## config.mk

```make
export PLATFORM = sky130hd
export DESIGN_NAME = givens_cordic_unit
export DESIGN_NICKNAME = d
export VERILOG_FILES = /design/src/rtl/givens_cordic_unit.sv
export SDC_FILE = /design/constraint.sdc
export NUM_CORES = 2
export LEC_CHECK = 0
export CAP_MARGIN = 25
export CORE_MARGIN = 2
export CORE_UTILIZATION = 55
export DETAILED_ROUTE_END_ITERATION = 16
export HOLD_SLACK_MARGIN = 0.05
export MAX_ROUTING_LAYER = met4
export PLACE_DENSITY = 0.79
export SLEW_MARGIN = 25
export SYNTH_ARGS = -nofsm -noshare
export SYNTH_HDL_FRONTEND = slang
export SYNTH_SLANG_ARGS = --single-unit
```

## constraint.sdc

```tcl
create_clock -name clk -period 30.9 [get_ports clk]
set_input_delay 6.18 -clock clk [delete_from_list [all_inputs] [get_ports clk]]
set_output_delay 6.18 -clock clk [all_outputs]
set_load 0.01 [all_outputs]
```

## src/rtl/givens_cordic_unit.sv

```systemverilog
// Iterative CORDIC Givens cell: vectoring (boundary) or rotation (internal) role,
// UNFOLD saturating micro-rotations per clock, gain-corrected, valid/ready on both sides.
module givens_cordic_unit #(
  parameter int DATA_WIDTH = 20,
  parameter int FRAC_WIDTH = 10,
  parameter int ITER       = 12,
  parameter int UNFOLD     = 4,
  parameter int K          = 621
) (
  input  logic                         clk,
  input  logic                         rst,
  input  logic                         clr_i,
  input  logic                         in_valid,
  output logic                         in_ready,
  input  logic                         mode_i,
  input  logic signed [DATA_WIDTH-1:0] x_i,
  input  logic signed [DATA_WIDTH-1:0] y_i,
  input  logic        [ITER-1:0]       d_i,
  output logic                         out_valid,
  input  logic                         out_ready,
  output logic signed [DATA_WIDTH-1:0] x_o,
  output logic signed [DATA_WIDTH-1:0] y_o,
  output logic        [ITER-1:0]       d_o
);
  localparam int DW    = DATA_WIDTH;
  localparam int STEPS = ITER / UNFOLD;
  localparam int CNT_W = (STEPS > 1) ? $clog2(STEPS) : 1;
  localparam int IDX_W = (ITER > 1) ? $clog2(ITER) : 1;
  localparam logic [CNT_W-1:0]     CNT_LAST = CNT_W'(STEPS - 1);
  localparam logic signed [DW-1:0] MAX_V    = {1'b0, {(DW-1){1'b1}}};
  localparam logic signed [DW-1:0] MIN_V    = {1'b1, {(DW-1){1'b0}}};

  typedef enum logic [1:0] {S_IDLE, S_ITER, S_SCALE, S_OUT} state_t;

  state_t                 state_q, state_d;
  logic [CNT_W-1:0]       cnt_q, cnt_d;
  logic signed [DW-1:0]   x_q, x_d, y_q, y_d;
  logic                   mode_q, mode_d;
  logic [ITER-1:0]        d_q, d_d;
  logic signed [DW-1:0]   x_o_q, x_o_d, y_o_q, y_o_d;
  logic [ITER-1:0]        d_o_q, d_o_d;
  logic                   accept;

  function automatic logic signed [DW-1:0] sat_sum(input logic signed [DW:0] s);
    if (s[DW] != s[DW-1]) return s[DW] ? MIN_V : MAX_V;
    return s[DW-1:0];
  endfunction

  function automatic logic signed [DW-1:0] scale(input logic signed [DW-1:0] v);
    logic signed [2*DW-1:0] prod;
    logic signed [2*DW-1:0] shr;
    prod = (2*DW)'(v) * (2*DW)'(K);
    shr  = prod >>> FRAC_WIDTH;
    if ((&shr[2*DW-1:DW-1]) || !(|shr[2*DW-1:DW-1])) return shr[DW-1:0];
    return shr[2*DW-1] ? MIN_V : MAX_V;
  endfunction

  // Unrolled chain of micro-rotations; stage gi handles iteration cnt*UNFOLD+gi.
  logic signed [DW-1:0]            xs [UNFOLD+1];
  logic signed [DW-1:0]            ys [UNFOLD+1];
  logic [UNFOLD-1:0]               ds;
  logic [UNFOLD-1:0][IDX_W-1:0]    ns;

  assign xs[0] = x_q;
  assign ys[0] = y_q;

  for (genvar gi = 0; gi < UNFOLD; gi++) begin : g_stage
    logic signed [DW-1:0] xsh, ysh;
    logic signed [DW:0]   xsum, ysum;
    assign ns[gi]  = IDX_W'(cnt_q) * IDX_W'(UNFOLD) + IDX_W'(gi);
    assign ds[gi]  = mode_q ? d_q[ns[gi]] : (~xs[gi][DW-1] ^ ys[gi][DW-1]);
    assign xsh     = xs[gi] >>> ns[gi];
    assign ysh     = ys[gi] >>> ns[gi];
    assign xsum    = ds[gi] ? ({xs[gi][DW-1], xs[gi]} + {ysh[DW-1], ysh})
                            : ({xs[gi][DW-1], xs[gi]} - {ysh[DW-1], ysh});
    assign ysum    = ds[gi] ? ({ys[gi][DW-1], ys[gi]} - {xsh[DW-1], xsh})
                            : ({ys[gi][DW-1], ys[gi]} + {xsh[DW-1], xsh});
    assign xs[gi+1] = sat_sum(xsum);
    assign ys[gi+1] = sat_sum(ysum);
  end

  always_comb begin
    state_d   = state_q;
    cnt_d     = cnt_q;
    x_d       = x_q;
    y_d       = y_q;
    mode_d    = mode_q;
    d_d       = d_q;
    x_o_d     = x_o_q;
    y_o_d     = y_o_q;
    d_o_d     = d_o_q;
    in_ready  = (state_q == S_IDLE) || ((state_q == S_OUT) && out_ready);
    out_valid = (state_q == S_OUT);
    accept    = in_ready && in_valid;

    case (state_q)
      S_ITER: begin
        x_d = xs[UNFOLD];
        y_d = ys[UNFOLD];
        for (int i = 0; i < UNFOLD; i++) d_d[ns[i]] = ds[i];
        if (cnt_q == CNT_LAST) state_d = S_SCALE;
        else                   cnt_d   = cnt_q + 1'b1;
      end
      S_SCALE: begin
        x_o_d   = scale(x_q);
        y_o_d   = scale(y_q);
        d_o_d   = d_q;
        state_d = S_OUT;
      end
      S_OUT: if (out_ready) state_d = S_IDLE;
      default: ;
    endcase

    if (accept) begin
      x_d     = x_i;
      y_d     = y_i;
      mode_d  = mode_i;
      d_d     = mode_i ? d_i : '0;
      cnt_d   = '0;
      state_d = S_ITER;
    end

    // Abort wins over any handshake in the same cycle, including a pending operand.
    if (clr_i) begin
      state_d = S_IDLE;
      cnt_d   = '0;
      x_d     = x_q;
      y_d     = y_q;
      mode_d  = mode_q;
      d_d     = d_q;
    end
  end

  always_ff @(posedge clk or posedge rst) begin
    if (rst) begin
      state_q <= S_IDLE;
      cnt_q   <= '0;
      x_q     <= '0;
      y_q     <= '0;
      mode_q  <= 1'b0;
      d_q     <= '0;
      x_o_q   <= '0;
      y_o_q   <= '0;
      d_o_q   <= '0;
    end else begin
      state_q <= state_d;
      cnt_q   <= cnt_d;
      x_q     <= x_d;
      y_q     <= y_d;
      mode_q  <= mode_d;
      d_q     <= d_d;
      x_o_q   <= x_o_d;
      y_o_q   <= y_o_d;
      d_o_q   <= d_o_d;
    end
  end

  assign x_o = x_o_q;
  assign y_o = y_o_q;
  assign d_o = d_o_q;

endmodule
```

==> qor.csv <==
stage;metric;value;unit
logic_synthesis;EDFF count, synth;0;
floorplan;row count;84;
logic_synthesis;Distinct cells, synth;105;
floorplan;die area;0.05527;mm²
sta;Max Clock Skew;0.01615;ns
sta;fmax;39.98;MHz
placement;Placement Cell Area;0.03101;mm²
grt;vias in the first global route;27670;
logic_synthesis;post-synth top area share;15.93;%
floorplan;die span in x;235.1;µm
clocking;# resized after CTS;0;
floorplan;Die Y;235.1;µm
sta;RSZ-0062 raised after global routing;no;
clocking;Post-CTS Repair Setup Buffers;0;
sta;Worst-Margin Slew;0.9607;ns
floorplan;I/O pin count;112;
placement;GP Congestion;1.125;
floorplan;Initial Utilization;55.79;%
logic_synthesis;Main synth FF type;dfrtp_1;
sta;final slew viol count;0;
finish;Area Overhead vs Synth;6.585;%
sta;# setup viols final;0;
detailed_routing;DRT iter0 DRCs;3209;
sta;hold slack;0.5174;ns
worst_setup_path;Reg2Reg Depth;92;
clocking;CTS H-Tree Depth;3;
worst_setup_path;Crit-path slowest cell;ha_1;
job;MaxCap Viol Count;0;
grt;GRT Total Usage;35.96;%
detailed_routing;drt pass-1 iters;6;
clocking;clk buf depth;2;
detailed_routing;DR DRC count;0;
worst_setup_path;Worst Path Arrival;25.30;ns
detailed_routing;routed vias;29180;
grt;initial antenna violation count;0;
finish;Filler cells;4897;
finish;ANT cells;0;
worst_setup_path;Worst setup EP type;flip-flop;
clocking;TritonCTS clock tree;yes;
floorplan;Core ar.;0.05266;mm²
sta;Worst slew margin;35.95;%
placement;IO buf count;111;
finish;final net count;4480;
clocking;Worst-path clk slew;0.09;ns
worst_setup_path;Crit path top cell by count;o21ai_0;
clocking;hold buffers post-CTS;0;
logic_synthesis;fraction of registers with async set/reset;100.0;%
grt;first-pass GRT wire length;154.6;mm
worst_hold_path;HP Class;flip-flop to flip-flop;
logic_synthesis;Netlist Area Pre-Place;0.02938;mm²
logic_synthesis;Synth area leader;ha_1;
sta;Hold Violations, Final;0;
placement;placed insts;4569;
worst_hold_path;Hold Path Depth;1;
worst_setup_path;crit path launch type;flip-flop;
logic_synthesis;Ys Warns;0;
sta;min Tclk post-route;25.01;ns
worst_setup_path;Worst Path Max Fanout;51;
worst_setup_path;critical path type;flip-flop to flip-flop;
logic_synthesis;syn_nets;4482;
finish;commonest cells after routing, fill and taps aside;433 x inv_1, 381 x nand2_1, 374 x nor2_1, 374 x ha_1, 312 x a21oi_1;
finish;commonest non-fill, non-tap cell in the layout;inv_1;
worst_setup_path;Worst path max stage delay;0.94;ns
run_status;outcome;complete, no violations;
finish;Final Cell Area;0.03131;mm²
logic_synthesis;Seq/Total Area, Yosys;9.285;%
grt;grt ovf;0;
sta;setup_tns;0;ns
detailed_routing;drt wl/cell;21.66;µm
finish;Finished Layout Cells;4585;
clocking;TritonCTS Buffers;9;
sta;Tcrit/Tclk final;80.95;%
clocking;clk sink count;109;
detailed_routing;number of vias per cell;6.363;
clocking;Clock Root Buffer;clkbuf_16;
placement;post-DP HPWL;79.05;mm
clocking;Clock Latency Late Sink;0.37;ns
logic_synthesis;synthesis-stage register bit count;109;
logic_synthesis;Mapped Cells;3894;
grt;largest net degree at the start of global routing;98;
logic_synthesis;Mean Syn Cell Area;7.544;µm²
detailed_routing;remaining antenna violation count after routing;0;
finish;fraction of layout cells with a size suffix above 1;5.055;%
worst_setup_path;WP data required;31.19;ns
logic_synthesis;synth top area cells;ha_1 16%, fa_1 11%, dfrtp_1 9.3%;
detailed_routing;final wirelength;99.32;mm
==> sequential cells by signal, indices dropped and copies added, names as in the netlist <==
register,flops
mode_q,1
d_q,12
x_o,20
state_q,2
y_o,20
x_q,20
cnt_q,2
y_q,20
d_o,12
==> final timing paths <==
| kind | endpoint | slack (ns) | startpoint |
|---|---|---|---|
| max in group asynchronous | cnt_q[1] | 23.64 | rst |
| worst max register to register | x_q[18] | 5.89 | cnt_q[0] |
| worst min-delay path | d_o[11] | 0.52 | d_o[11] |
| worst max-delay path | x_q[18] | 5.89 | cnt_q[0] |
| min in group asynchronous | y_o[12] | 6.16 | rst |
| worst min register to register | d_o[11] | 0.52 | d_o[11] |
==> synth_stat cells, types with 19 or more instances <==
library cell	n
inv_1	434
nand2_1	381
nor2_1	376
ha_1	374
a21oi_1	313
o21ai_0	230
xnor2_1	184
fa_1	156
clkbuf_1	121
xor2_1	110
dfrtp_1	109
nor3_1	68
a21o_1	65
nand3_1	46
o21a_1	46
nand2b_1	43
a31oi_1	41
mux2i_1	41
mux2_2	35
o31ai_1	34
o211ai_1	32
o22ai_1	31
and3_1	30
o21bai_1	30
maj3_1	28
a211oi_1	27
a22oi_1	27
nor2b_1	27
or3_1	27
and2_1	26
mux4_2	23
a21boi_0	22
buf_1	19
==> cell families (layout without fill, tap and decap cells) <==
family | after synthesis | count (layout) | synth area share (%)
mux | 101 | 101 | 4.596
fa+ha+maj | 558 | 558 | 27.52
flops | 109 | 109 | 9.285
buf+inv | 605 | 608 | 7.956
xor+xnor | 295 | 295 | 8.859
compound gates | 1096 | 1096 | 24.06
simple gates | 1130 | 1130 | 17.73
==> stage by stage <==
step,util (%),setup WS [ns]
after floorplan,-,7.336
after global placement,58.90,6.202
after detailed placement,58.90,6.460
after CTS,59.45,6.327
after global routing,59.46,3.689
final,59.46,5.886
==> metal layers <==
layer	global-route usage, %	vias up	part of all wire (%)
met1	45.99	13680	41
met4	19.03	0	6.3
met5	-	-	0
li1	-	13640	-
met2	55.56	1537	44
met3	4.632	318	9.1
==> cell type report <==
class / count / area (µm²) / share of cell area, %
clock buffer: 10 / 229.0 / 0.7313
clock inverter: 6 / 61.31 / 0.1958
inverter: 444 / 1670 / 5.335
multi-input combinational: 3180 / 24350 / 77.77
sequential: 109 / 2735 / 8.736
tap: 688 / 860.8 / 2.749
timing repair buffer: 148 / 1405 / 4.488
==> critical path, delay by kind of cell, from the launching register on <==
kind | cells | cell delay (ns)
and+or+nand+nor | 28 | 5.99
adders and majority gates | 9 | 3.67
AOI/OAI and AO/OA | 36 | 8.68
muxes | 4 | 1.90
xor gates and xnor gates | 9 | 2.20
DFF | 1 | 0.92
buffers and inverters | 6 | 1.48
Power is not shown: default switching activity piles up to over one toggle a cycle in this logic, so the estimate is an artifact.
